File: config.mk
export PLATFORM = sky130hd
export DESIGN_NAME = rng_scheduler
export DESIGN_NICKNAME = d
export VERILOG_FILES = /design/src/rtl/rng_scheduler_pkg.sv /design/src/rtl/rng_lfsr32.sv /design/src/rtl/rng_scheduler.sv
export SDC_FILE = /design/constraint.sdc
export NUM_CORES = 1
export LEC_CHECK = 0
export ABC_AREA = 1
export BUFFER_PORTS_ARGS = -buffer_cell sky130_fd_sc_hd__buf_2
export CAP_MARGIN = 5
export CORE_MARGIN = 4
export CORE_UTILIZATION = 51
export CTS_CLUSTER_SIZE = 28
export DETAILED_ROUTE_END_ITERATION = 6
export HOLD_SLACK_MARGIN = 0.03
export PLACE_DENSITY_LB_ADDON = 0.3
export SLEW_MARGIN = 20
export SYNTH_ARGS = -nofsm -noshare
export SYNTH_HDL_FRONTEND = slang
export SYNTH_SLANG_ARGS = --single-unit
export TNS_END_PERCENT = 1
File: constraint.sdc
create_clock -name clock -period 3.2 [get_ports clock]
set_input_delay 0.64 -clock clock [delete_from_list [all_inputs] [get_ports clock]]
set_output_delay 0.64 -clock clock [all_outputs]
set_load 0.1 [all_outputs]
File: src/rtl/rng_scheduler_pkg.sv
// Shared definitions for the random-number scheduler: LFSR polynomial, FSM states
// and the small signed random mapping reused by the CPU random-instruction decode.
package rng_scheduler_pkg;

    localparam int unsigned LFSR_W = 32;
    localparam int unsigned SMALL_W = 4;

    // Feedback taps at bits 31, 6, 5 and 1
    localparam logic [LFSR_W-1:0] LFSR_TAPS = 32'h8000_0062;

    typedef enum logic [1:0] {
        ST_IDLE  = 2'd0,
        ST_GRANT = 2'd1,
        ST_COOL  = 2'd2
    } state_t;

    function automatic logic [LFSR_W-1:0] lfsr_step(input logic [LFSR_W-1:0] s);
        return {s[LFSR_W-2:0], ^(s & LFSR_TAPS)};
    endfunction

    // -8 folds to 0 so the range is symmetric (-7..+7)
    function automatic logic [LFSR_W-1:0] rand_small_map(input logic [SMALL_W-1:0] n);
        logic [LFSR_W-1:0] r;
        if (n == 4'b1000) begin
            r = '0;
        end else begin
            r = {{(LFSR_W - SMALL_W){n[SMALL_W-1]}}, n};
        end
        return r;
    endfunction

endpackage

File: src/rtl/rng_lfsr32.sv
// 32-bit Fibonacci LFSR stepping every cycle, with a zero-guarded seed load.
module rng_lfsr32
    import rng_scheduler_pkg::*;
#(
    parameter logic [LFSR_W-1:0] SEED = 32'hAEAF696C
) (
    input  logic              clock,
    input  logic              reset,
    input  logic              load,
    input  logic [LFSR_W-1:0] load_value,
    output logic [LFSR_W-1:0] state
);

    // An all-zero state would lock the LFSR, so a zero load falls back to SEED
    always_ff @(posedge clock or posedge reset) begin
        if (reset) begin
            state <= SEED;
        end else if (load) begin
            state <= (load_value == '0) ? SEED : load_value;
        end else begin
            state <= lfsr_step(state);
        end
    end

endmodule

File: src/rtl/rng_scheduler.sv
// Round-robin random-word service: one LFSR word per grant, with a cooldown
// between grants so consecutive draws are several LFSR steps apart.
module rng_scheduler
    import rng_scheduler_pkg::*;
#(
    parameter int unsigned       NUM_REQ = 4,
    parameter int unsigned       MIN_GAP = 4,
    parameter logic [LFSR_W-1:0] SEED    = 32'hAEAF696C
) (
    input  logic                       clock,
    input  logic                       reset,
    input  logic [NUM_REQ-1:0]         req,
    input  logic                       seed_load,
    input  logic [LFSR_W-1:0]          seed_value,
    output logic [NUM_REQ-1:0]         grant,
    output logic [$clog2(NUM_REQ)-1:0] grant_id,
    output logic                       rand_valid,
    output logic [LFSR_W-1:0]          rand_data,
    output logic [LFSR_W-1:0]          rand_small
);

    localparam int unsigned ID_W  = $clog2(NUM_REQ);
    localparam int unsigned GAP_W = $clog2(MIN_GAP + 1);

    localparam logic [GAP_W-1:0] GAP_MAX  = GAP_W'(MIN_GAP);
    localparam logic [GAP_W-1:0] GAP_EXIT = GAP_W'(MIN_GAP - 1);

    state_t            state_q;
    state_t            state_d;
    logic              arb_fire;
    logic [GAP_W-1:0]  gap_q;
    logic [GAP_W-1:0]  gap_d;
    logic [ID_W-1:0]   last_winner;
    logic [ID_W-1:0]   scan_idx;
    logic [ID_W-1:0]   pick_id;
    logic              pick_valid;
    logic [LFSR_W-1:0] lfsr_state;

    rng_lfsr32 #(
        .SEED(SEED)
    ) u_lfsr (
        .clock      (clock),
        .reset      (reset),
        .load       (seed_load),
        .load_value (seed_value),
        .state      (lfsr_state)
    );

    // Round robin: scan downward so the entry just after last_winner is written last and wins
    always_comb begin
        pick_valid = 1'b0;
        pick_id    = '0;
        scan_idx   = '0;
        for (int unsigned k = NUM_REQ; k > 0; k--) begin
            scan_idx = ID_W'((32'(last_winner) + k) % NUM_REQ);
            if (req[scan_idx]) begin
                pick_valid = 1'b1;
                pick_id    = scan_idx;
            end
        end
    end

    always_ff @(posedge clock or posedge reset) begin
        if (reset) begin
            state_q <= ST_IDLE;
        end else begin
            state_q <= state_d;
        end
    end

    // COOL leaves one cycle early so IDLE is entered exactly as the gap saturates
    always_comb begin
        state_d  = state_q;
        arb_fire = 1'b0;
        unique case (state_q)
            ST_IDLE: begin
                if (pick_valid && (gap_q == GAP_MAX)) begin
                    arb_fire = 1'b1;
                    state_d  = ST_GRANT;
                end
            end
            ST_GRANT: state_d = ST_COOL;
            ST_COOL: begin
                if (gap_q >= GAP_EXIT) begin
                    state_d = ST_IDLE;
                end
            end
            default: state_d = ST_IDLE;
        endcase
    end

    // Gap reads zero during the grant cycle, then counts up and saturates
    always_comb begin
        gap_d = gap_q;
        if (arb_fire) begin
            gap_d = '0;
        end else if (gap_q != GAP_MAX) begin
            gap_d = gap_q + GAP_W'(1);
        end
    end

    always_ff @(posedge clock or posedge reset) begin
        if (reset) begin
            gap_q       <= GAP_MAX;
            last_winner <= ID_W'(NUM_REQ - 1);
            grant       <= '0;
            grant_id    <= '0;
            rand_valid  <= 1'b0;
            rand_data   <= '0;
            rand_small  <= '0;
        end else begin
            gap_q      <= gap_d;
            grant      <= '0;
            rand_valid <= arb_fire;
            if (arb_fire) begin
                last_winner <= pick_id;
                grant       <= NUM_REQ'(1) << pick_id;
                grant_id    <= pick_id;
                rand_data   <= lfsr_state;
                rand_small  <= rand_small_map(lfsr_state[SMALL_W-1:0]);
            end
        end
    end

endmodule

# Word level (Yosys, flattened, before mapping)

Index checks and enable logic that the tools add are counted.
Widths: inputs -> output; s select.

Equal/unequal tests: 7
Muxes and demuxes: 27
Shifts and indexed selects: 1
Reduce and logical (&&, ||, !) cells: 6
Magnitude comparators: 5
Add/subtract/negate cells: 5

Operators with widths:

| operator            | number |
|---|---|
| $mux 32             | 3 |
| $logic_not 32->1    | 1 |
| $reduce_xor 32->1   | 1 |
| $lt 2x3->1 const B  | 4 |
| $mux 2              | 6 |
| $mux 1              | 10 |
| $bmux 1 s2          | 4 |
| $mux 3              | 2 |
| $pmux 2 s3          | 1 |
| $add 2x1->2 const B | 2 |
| $add 2x2->2 const B | 2 |
| $eq 4x4->1 const B  | 1 |
| $mux 4              | 1 |
| $ne 2x2->1 const B  | 2 |
| $shl 1x2->4 const A | 1 |
| $add 3x1->3 const B | 1 |
| $eq 3x3->1 const B  | 1 |
| $ge 3x2->1 const B  | 1 |
| $ne 3x3->1 const B  | 1 |
| $eq 2x1->1 const B  | 1 |
| $eq 2x2->1 const B  | 1 |
| $logic_not 2->1     | 1 |
| $reduce_and 2->1    | 1 |
| $reduce_bool 2->1   | 1 |
| $logic_and 1x1->1   | 1 |

Bits of input ports: 39
Output and inout bits: 71
Register bits after elaboration: 110
Word-level logic and storage cells: 60

# Depth between registers and ports, before layout

Gate-level depths: netlist (run 1).

Depth in word-level cells: 11
Mapped depth: 13
Gate-level depth less buffers: 11

# Cells and area by module

Synthesis (run 1) repeated with hierarchy kept, for this count alone.

Cells, all modules: 467
Area total of the unflattened synthesis: 3862.5 um^2

By module, submodules not included:

| module        | times used | cells an instance | sequential area each (um^2) | area each (um^2) |
|---|---|---|---|---|
| rng_scheduler | 1          | 277               | 1255.0                      | 2339.7 |
| rng_lfsr32    | 1          | 190               | 824.5                       | 1522.7 |

# Worst setup path before layout (run 1)

OpenSTA, ideal clock, no wires.

Path kind: reg2out
Start: register, netlist name rand_small[30]
End: output rand_small[10]
Path buffers: 1
Setup slack: 772 ps
Required time: 2560 ps
Stages on the path, launching flop included: 2
Arrival: 1788 ps
Cell sequence: dfrtp_1 buf_4

RTL lines:

| element       | RTL line            | RTL |
|---|---|---|
| end, declared | rng_scheduler.sv:19 | `output logic [LFSR_W-1:0] rand_small` |

# Worst setup path after layout (run 1)

Start: register last_winner[0]
End: register rand_data[22]

Longest elaborated chain between the ends: 10
Elaborated cells on any way between the ends: 19
Classes of those cells: add/sub: 4; mux: 14; reduce/logical: 1

RTL lines:

| element                      | RTL line             | RTL |
|---|---|---|
| start, declared              | rng_scheduler.sv:33  | `logic [ID_W-1:0] last_winner;` |
| start signal, assigned       | rng_scheduler.sv:105 | `last_winner <= ID_W'(NUM_REQ - 1);` |
| start signal, assigned       | rng_scheduler.sv:116 | `last_winner <= pick_id;` |
| $add 2x1->2                  | rng_scheduler.sv:55  | `scan_idx = ID_W'((32'(last_winner) + k) % NUM_REQ);` |
| $bmux 1 s2                   | rng_scheduler.sv:56  | `if (req[scan_idx]) begin` |
| $mux 1 (not written as such) | rng_scheduler.sv:56  |  |
| $mux 1 (3 in a row)          | rng_scheduler.sv:56  |  |
| $mux 1 *                     | rng_scheduler.sv:56  |  |
| $logic_and 1x1->1 *          | rng_scheduler.sv:77  | `if (pick_valid && (gap_q == GAP_MAX)) begin` |
| $mux 1 *                     | rng_scheduler.sv:77  |  |
| $mux 1 *                     | rng_scheduler.sv:75  | `unique case (state_q)` |
| end signal, assigned         | rng_scheduler.sv:119 | `rand_data <= lfsr_state;` |
| end, declared                | rng_scheduler.sv:18  | `output logic [LFSR_W-1:0] rand_data,` |

Every way passes the cells marked *; elsewhere a longest branch is shown, timed or not. The select of a mux whose other input is x is not followed.
A chain may end at the register's enable or synchronous reset.

==> results of run 1 <==
## through the flow
stage	area, sq um	worst slack, ns	hold slack, ns	utilization (%)
finish	4320	0.941	0.376	62.5
global route	4320	0.696	0.421	62.5
CTS	4320	0.910	0.388	62.5
detailed placement	4100	0.835	0.440	59.3
global placement	4100	0.961	0.440	59.3
floorplan	3700	0.488	0.424	-
## cells by family (layout without fill, tap and decap cells)
logic type,after synthesis,after routing,synth area share (%)
fa+ha+maj,3,3,1.01
buf+inv,82,167,12.0
flops,82,82,56.2
compound gates,53,53,8.12
simple gates,205,205,21.9
xor+xnor,3,3,0.710
## per-layer routing
layer	GRT usage [%]	share of wire, %	vias up	wire length, um
li1	-	-	1452	-
met1	25.7	44	1399	3510
met2	30.8	47	107	3740
met3	3.70	7.5	13	600
met4	7.20	1.5	2	117
met5	0	0.088	-	7
## worst max-delay path by stage
stage               cells after the start             end  slack, ns      startpoint
CTS                                     1  rand_small[18]       0.91  rand_small[30]
global placement                       10   rand_data[29]       0.96          req[3]
floorplan                               1        gap_q[0]       0.49           reset
global route                           10   rand_data[22]       0.70  last_winner[0]
finish                                  9   rand_data[22]       0.94  last_winner[0]
detailed placement                     10   rand_data[22]       0.83          req[3]
## registers in the layout, summed over array words and instances (netlist names)
register and cells:
rand_valid 1, gap_q 3, grant_id 2, rand_small 4, grant 4, state_q 2, last_winner 2, u_lfsr.state 32
rand_data 32
## layout by cell type, fill, tap and decap left out, drive strengths merged
master and count:
dfrtp 60, clkbuf 11, nand4 1, o21ai 33, dfstp 22, a21oi 6
and2 1, buf 113, ha 3, inv 37, nand2 143, clkinv 3
nor2 53, xor2 2, a22oi 14, clkinvlp 1, bufinv 2, nor3 2
xnor2 1, nand3 5
## area by class of cell
class / count / area [sq um] / area share (%)
inverters: 38 / 146 / 3.39
clock buffers: 11 / 141 / 3.28
clock inverters: 5 / 77.6 / 1.80
repair buffers: 113 / 576 / 13.3
flip-flops and latches: 82 / 2080 / 48.2
multi-input cells: 264 / 1180 / 27.2
well taps: 96 / 120 / 2.78
## critical path, cell delays in order (launching register included)
cell,delay [ns]
dfstp_2,0.65
inv_4,0.08
nand2_1,0.06
nand2_1,0.08
nor2_1,0.14
nand2_2,0.08
nand2_4,0.10
nor2_8,0.07
inv_2,0.65
o21ai_0,0.17
==> flow_metrics.tcl, run 1 <==
set metrics [dict create \
    status "complete, no violations" \
    critPathKind "flip-flop to flip-flop" \
    dp_hpwl_um 5910 \
    netlist.area_leader.share_pct 40.6 \
    cts-htree-levels 3 \
    firstDrtPassIters 4 \
    regToRegSetupSlack_ns 0.94 \
    grt_overflow 0 \
    cts_setup_buffers 0 \
    dieArea_sq_um 8680 \
    post-route-min-period_ns 2.26 \
    crit_path_end_kind "flip-flop" \
    place.gp.congestion 0.857 \
    nets 550 \
    gr-usage-all-layers_pct 19.1 \
    grt_max_degree 60 \
    reg2reg_depth 9 \
    root_buffer "clkbuf_8" \
    vias 2973 \
    clock-sinks 82 \
    fin_crit_sh_pct 70.6 \
    tightest_slew_ns 0.868 \
    antenna_found_initial 1 \
    clk_path_buf_depth 2 \
    synth_edf_count 0 \
    place_inst 593 \
    cts.repair.resized 0 \
    routedWlPerCell_um 13.1 \
    dr.first_iter.drc_count 153 \
    synth_area_sq_um 3700 \
    avgViaCountPerCell 4.88 \
    regToRegStartpoint "last_winner[0]" \
    rsz0062_at_grt "false" \
    drive_gt1_share_pct 30.6 \
    fp.dieH_um 93.2 \
    start_util_pct 53.6 \
    ant_nets 0 \
    clkLatencyLatePin_ns 0.34 \
    grt_pass1_wl_um 13200 \
    skew_ns 0.00594 \
    synthArstFlopShare_pct 100 \
    clkTransAtPathRegs_ns 0.08 \
    maxCapViolations 0 \
    syn_nets 470 \
    grt_pass1_vias 2860 \
    synth_area_leader_cell "dfrtp_1" \
    rows 30 \
    fin_tns_setup_ns 0 \
    port-buffer-count 109 \
    cts_hold_buf 0 \
    finalWirelength_um 7980 \
    ys.flop_type "dfrtp_1" \
    ys_ff_latch 82 \
    synth_common_cells "nand2_1 (141), dfrtp_1 (60), nor2_1 (52)" \
    yosysSeqAreaShare_pct 56.2 \
    io_pins 110 \
    drv_slew 0 \
    syn2layout_area_growth_pct 16.7 \
    max_freq_mhz 443 \
    r2r-end "rand_data[22]" \
    hold_class "input port to asynchronous set/reset pin" \
    post_layout_nonfiller_instances 609 \
    start_kind "flip-flop" \
    fillers 629 \
    slew_headroom_pct 42.1 \
    ys_top_cells_by_area "dfrtp_1 (41%), dfstp_2 (16%), nand2_1 (14%)" \
    cp.required_ns 3.39 \
    hold_viol_final 0 \
    netlist_instances 428 \
    cts_tree "done" \
    yosysWarnings 0 \
    crit_fanout 59 \
    numCtsBuffers 9 \
    dieWidth_um 93.2 \
    post-route-drc-count 0 \
    synth.most_common_cell "nand2_1" \
    syn_area_per_cell_sq_um 8.64 \
    core_sq_um 6910 \
    ys_types 26 \
    antenna_cells 0 \
    setup_violations 0 \
    cp_data_arrival_time_ns 2.45 \
]
Power of run 1 is left out: the tool's default activity adds up to more than one toggle a clock period on the data nets, which glitch-free logic cannot reach.
==> inputs of run 2 (changes only) <==
==> constraint.sdc (replaced) <==
create_clock -name clock -period 2.25 [get_ports clock]
set_input_delay 0.45 -clock clock [delete_from_list [all_inputs] [get_ports clock]]
set_output_delay 0.45 -clock clock [all_outputs]
set_load 0.1 [all_outputs]
==> flow_metrics.tcl, run 2 (synthesis gave the netlist of run 1 again) <==
set metrics [dict create \
    antenna_cells 0 \
    dieArea_sq_um 8680 \
    grt.met1_usage_pct 24.3 \
    r2r-end "rand_small[30]" \
    clock-sinks 82 \
    met2_usage_pct 29.4 \
    skew_ns 0.0126 \
    grt_overflow 0 \
    maxCapViolations 0 \
    rows 30 \
    antenna_found_initial 0 \
    avgViaCountPerCell 4.71 \
    fillers 626 \
    fin_tns_setup_ns 0 \
    port-buffer-count 109 \
    final_cell_area_sq_um 4380 \
    grt_pass1_wl_um 12500 \
    crit_fanout 30 \
    dr.first_iter.drc_count 126 \
    place_area_sq_um 4140 \
    post-route-min-period_ns 2.07 \
    hold_viol_final 0 \
    gr-usage-all-layers_pct 18.2 \
    core_sq_um 6910 \
    numCtsBuffers 9 \
    clkTransAtPathRegs_ns 0.08 \
    regToRegStartpoint "last_winner[0]" \
    max_freq_mhz 483 \
    grt_max_degree 83 \
    drv_slew 0 \
    grt_pass1_vias 2690 \
    cp_data_arrival_time_ns 1.62 \
    worst_path_largest_cell_delay_ns 0.73 \
    slew_headroom_pct 60.0 \
    final_common_cell "nand2_1" \
    fin_crit_sh_pct 92.0 \
    hold_class "input port to asynchronous set/reset pin" \
    nets 552 \
    start_kind "flip-flop" \
    crit_start "rand_small[30]" \
    cp_slowest_cell "dfrtp_1" \
    critPathTopFamily "flip-flops" \
    cts_setup_buffers 0 \
    setup_violations 0 \
    routedWlPerCell_um 12.4 \
    regToRegSetupSlack_ns 0.28 \
    cts_tree "done" \
    dp_hpwl_um 5520 \
    syn2layout_area_growth_pct 18.4 \
    use_met3_pct 4.83 \
    final_cell_mix "nand2_1 (141), buf_2 (109), dfrtp_1 (60)" \
    crit_path_end_kind "output pin" \
    reg.largest.list "rand_data (32), u_lfsr.state (32)" \
    post-route-drc-count 0 \
    finalWirelength_um 7580 \
    status "complete, no violations" \
    cts_hold_buf 0 \
    clk_path_buf_depth 2 \
    fp.dieH_um 93.2 \
    multi_input_area_sq_um 1180 \
    worstPathCellList "buf_2" \
    critPathKind "flip-flop to output pin" \
    seq_area_sq_um 2080 \
    tightest_slew_ns 0.600 \
    io_pins 110 \
    firstDrtPassIters 5 \
    dieWidth_um 93.2 \
    ant_nets 0 \
    cts-htree-levels 3 \
    place.gp.congestion 0.831 \
    rsz0062_at_grt "false" \
    start_util_pct 53.6 \
    root_buffer "clkbuf_8" \
    cts.repair.resized 0 \
    drive_gt1_share_pct 30.9 \
    clkLatencyLatePin_ns 0.35 \
    cp.required_ns 1.80 \
    vias 2877 \
    critPathBufInv 1 \
    reg2reg_depth 11 \
    busiest_layer "met2" \
]
-- run 2: area by class of cell --
class                   instances  area share, %
flip-flops and latches         82           47.5
inverters                      38           3.40
well taps                      96           2.74
multi-input cells             264           26.8
clock inverters                 6           2.60
repair buffers                115           14.0
clock buffers                  10           2.91
-- run 2: per-stage QoR --
step	setup slack (ns)	hold slack [ns]	cells	utilization, %
floorplan	0.0119	0.424	428	-
global placement	0.365	0.436	595	59.9
detailed placement	0.294	0.442	595	59.9
CTS	0.140	0.209	611	63.4
global route	0.0501	0.234	611	63.4
finish	0.179	0.203	611	63.4
-- run 2: how the worst max path moves through the flow --
stage,endpoint,slack [ns],cells after the start
final,rand_small[19],0.18,1
after detailed placement,rand_small[30],0.29,11
after floorplan,rand_small[10],0.01,1
after global placement,rand_small[30],0.37,11
after CTS,rand_small[19],0.14,1
after global routing,rand_small[6],0.05,1
-- run 2: routing by layer --
| layer | share of wire [%] | wire length (um) |
|---|---|---|
| met5 | 0 | 0 |
| met4 | 1.2 | 91 |
| met3 | 7.8 | 588 |
| met2 | 47 | 3550 |
| met1 | 44 | 3350 |
Power of run 2 is left out for the same reason.
==> inputs of run 3 (changes only) <==
==> constraint.sdc (replaced) <==
create_clock -name clock -period 2.25 [get_ports clock]
set_input_delay 0.45 -clock clock [delete_from_list [all_inputs] [get_ports clock]]
set_output_delay 0.45 -clock clock [all_outputs]
set_load 0.01 [all_outputs]
==> flow_metrics.tcl, run 3 (synthesis gave the netlist of run 1 again) <==
set metrics [dict create \
    p_int_mw 3.41 \
    crit_path_end_kind "flip-flop" \
    cts_hold_buf 0 \
    clock-sinks 82 \
    grt.met1_usage_pct 25.1 \
    vdd_drop_max_v 0.000685 \
    swShare_pct 39.0 \
    cts_tree "done" \
    fin_util_pct 63.0 \
    power.switching_mw 2.18 \
    slew_headroom_pct 60.4 \
    seq_area_sq_um 2080 \
    cp.required_ns 2.48 \
    status "complete, no violations" \
    grt_pass1_vias 2735 \
    rows 30 \
    power_frac_seq_pct 41.3 \
    antenna_found_initial 0 \
    place_area_sq_um 4140 \
    use_met3_pct 3.94 \
    met2_usage_pct 29.5 \
    final_cell_area_sq_um 4350 \
    dieArea_sq_um 8680 \
    io_pins 110 \
    core_sq_um 6910 \
    grt_max_degree 83 \
    skew_ns 0.0108 \
    crit_fanout 55 \
    routedWlPerCell_um 12.6 \
    port-buffer-count 109 \
    start_util_pct 53.6 \
    start_kind "flip-flop" \
    syn2layout_area_growth_pct 17.6 \
    firstDrtPassIters 4 \
    hold_viol_final 0 \
    antenna_cells 0 \
    tightest_slew_ns 0.594 \
    busiest_layer "met2" \
    fp.dieH_um 93.2 \
    final_cell_mix "nand2_1 (141), buf_2 (109), dfrtp_1 (60)" \
    nets 552 \
    grt_pass1_wl_um 12700 \
    cp_data_arrival_time_ns 2.20 \
    dr.first_iter.drc_count 139 \
    ant_nets 0 \
    cts.repair.resized 0 \
    multi_input_area_sq_um 1180 \
    numCtsBuffers 9 \
    setup_violations 0 \
    dieWidth_um 93.2 \
    drive_gt1_share_pct 31.1 \
    pwr-share-comb_pct 39.2 \
    grt_overflow 0 \
    dp_hpwl_um 5580 \
    p_total_mw 5.59 \
    gr-usage-all-layers_pct 18.6 \
    max_freq_mhz 508 \
    leakage_nw 2.42 \
    maxCapViolations 0 \
    rsz0062_at_grt "false" \
    drv_slew 0 \
    cts_setup_buffers 0 \
    root_buffer "clkbuf_8" \
    critPathKind "flip-flop to flip-flop" \
    fin_tns_setup_ns 0 \
    fillers 622 \
    clkTransAtPathRegs_ns 0.09 \
    cts-htree-levels 3 \
    finalWirelength_um 7680 \
    fin_crit_sh_pct 87.5 \
    p_per_area_nw_per_um2 1290 \
    hold_class "input port to asynchronous set/reset pin" \
    post-route-drc-count 0 \
    place.gp.congestion 0.828 \
    clkLatencyLatePin_ns 0.35 \
    reg.largest.list "rand_data (32), u_lfsr.state (32)" \
    clk_path_buf_depth 2 \
    pwr-share-clk_pct 19.5 \
    post-route-min-period_ns 1.97 \
    avgViaCountPerCell 4.76 \
    final_common_cell "nand2_1" \
    vias 2911 \
]
run 3: changes by cell type in the layout (fill, tap and decap cells not counted), sizes merged:
cell	before	now
bufinv	3	1
inv	38	39
clkinv	0	1
run 3: area by class of cell:
class / count / area share, %
flip-flops and latches: 82 / 47.8
multi-input cells: 264 / 27.0
repair buffers: 115 / 14.2
inverters: 38 / 3.42
clock buffers: 10 / 3.16
well taps: 96 / 2.76
clock inverters: 6 / 1.64
run 3: stage by stage:
step,setup WS [ns],std cells,hold slack (ns)
floorplan,0.549,428,0.424
global placement,0.362,595,0.436
detailed placement,0.286,595,0.450
CTS,0.280,611,0.209
global route,0.130,611,0.244
finish,0.281,611,0.210
run 3: power by group through the flow:
stage          Clock (mW)  Sequential (mW)  Combinational [mW]
2_1_floorplan           0             2.46                1.55
3_3_place_gp            0             2.33                2.15
3_5_place_dp            0             2.34                2.22
4_1_cts              1.11             2.32                2.23
5_1_grt              1.19             2.38                2.49
6_report             1.09             2.31                2.19
run 3: path summary, 6_finish.rpt:
| kind | start | to | slack [ns] | cells after the start |
|---|---|---|---|---|
| setup / recovery | last_winner[0] | rand_data[24] | 0.28 | 11 |
| hold / removal | reset | u_lfsr.state[9] | 0.21 | 3 |
| setup reg to reg | last_winner[0] | rand_data[24] | 0.28 | 11 |
| hold reg to reg | rand_small[0] | rand_small[0] | 0.47 | 2 |
| max in group asynchronous | reset | u_lfsr.state[13] | 1.70 | 3 |
| min in group clock | seed_value[9] | u_lfsr.state[9] | 0.32 | 3 |
run 3: critical path, stage by stage, from the launching register on:
cell and delay (ns):
dfstp_2 0.63, inv_4 0.07, nand2_1 0.08, nand2_1 0.05
and2_4 0.16, nand2_2 0.07, nand2_4 0.07, nor2_8 0.24
inv_2 0.11, buf_12 0.19, nand2_1 0.08, o21ai_0 0.09
run 3: layer usage:
metal | vias up | wire (um)
met5 | - | 0
met4 | 0 | 84
met3 | 8 | 642
met2 | 110 | 3560
met1 | 1330 | 3390
li1 | 1463 | -
No activity file was read; power rests on OpenSTA's default activity.
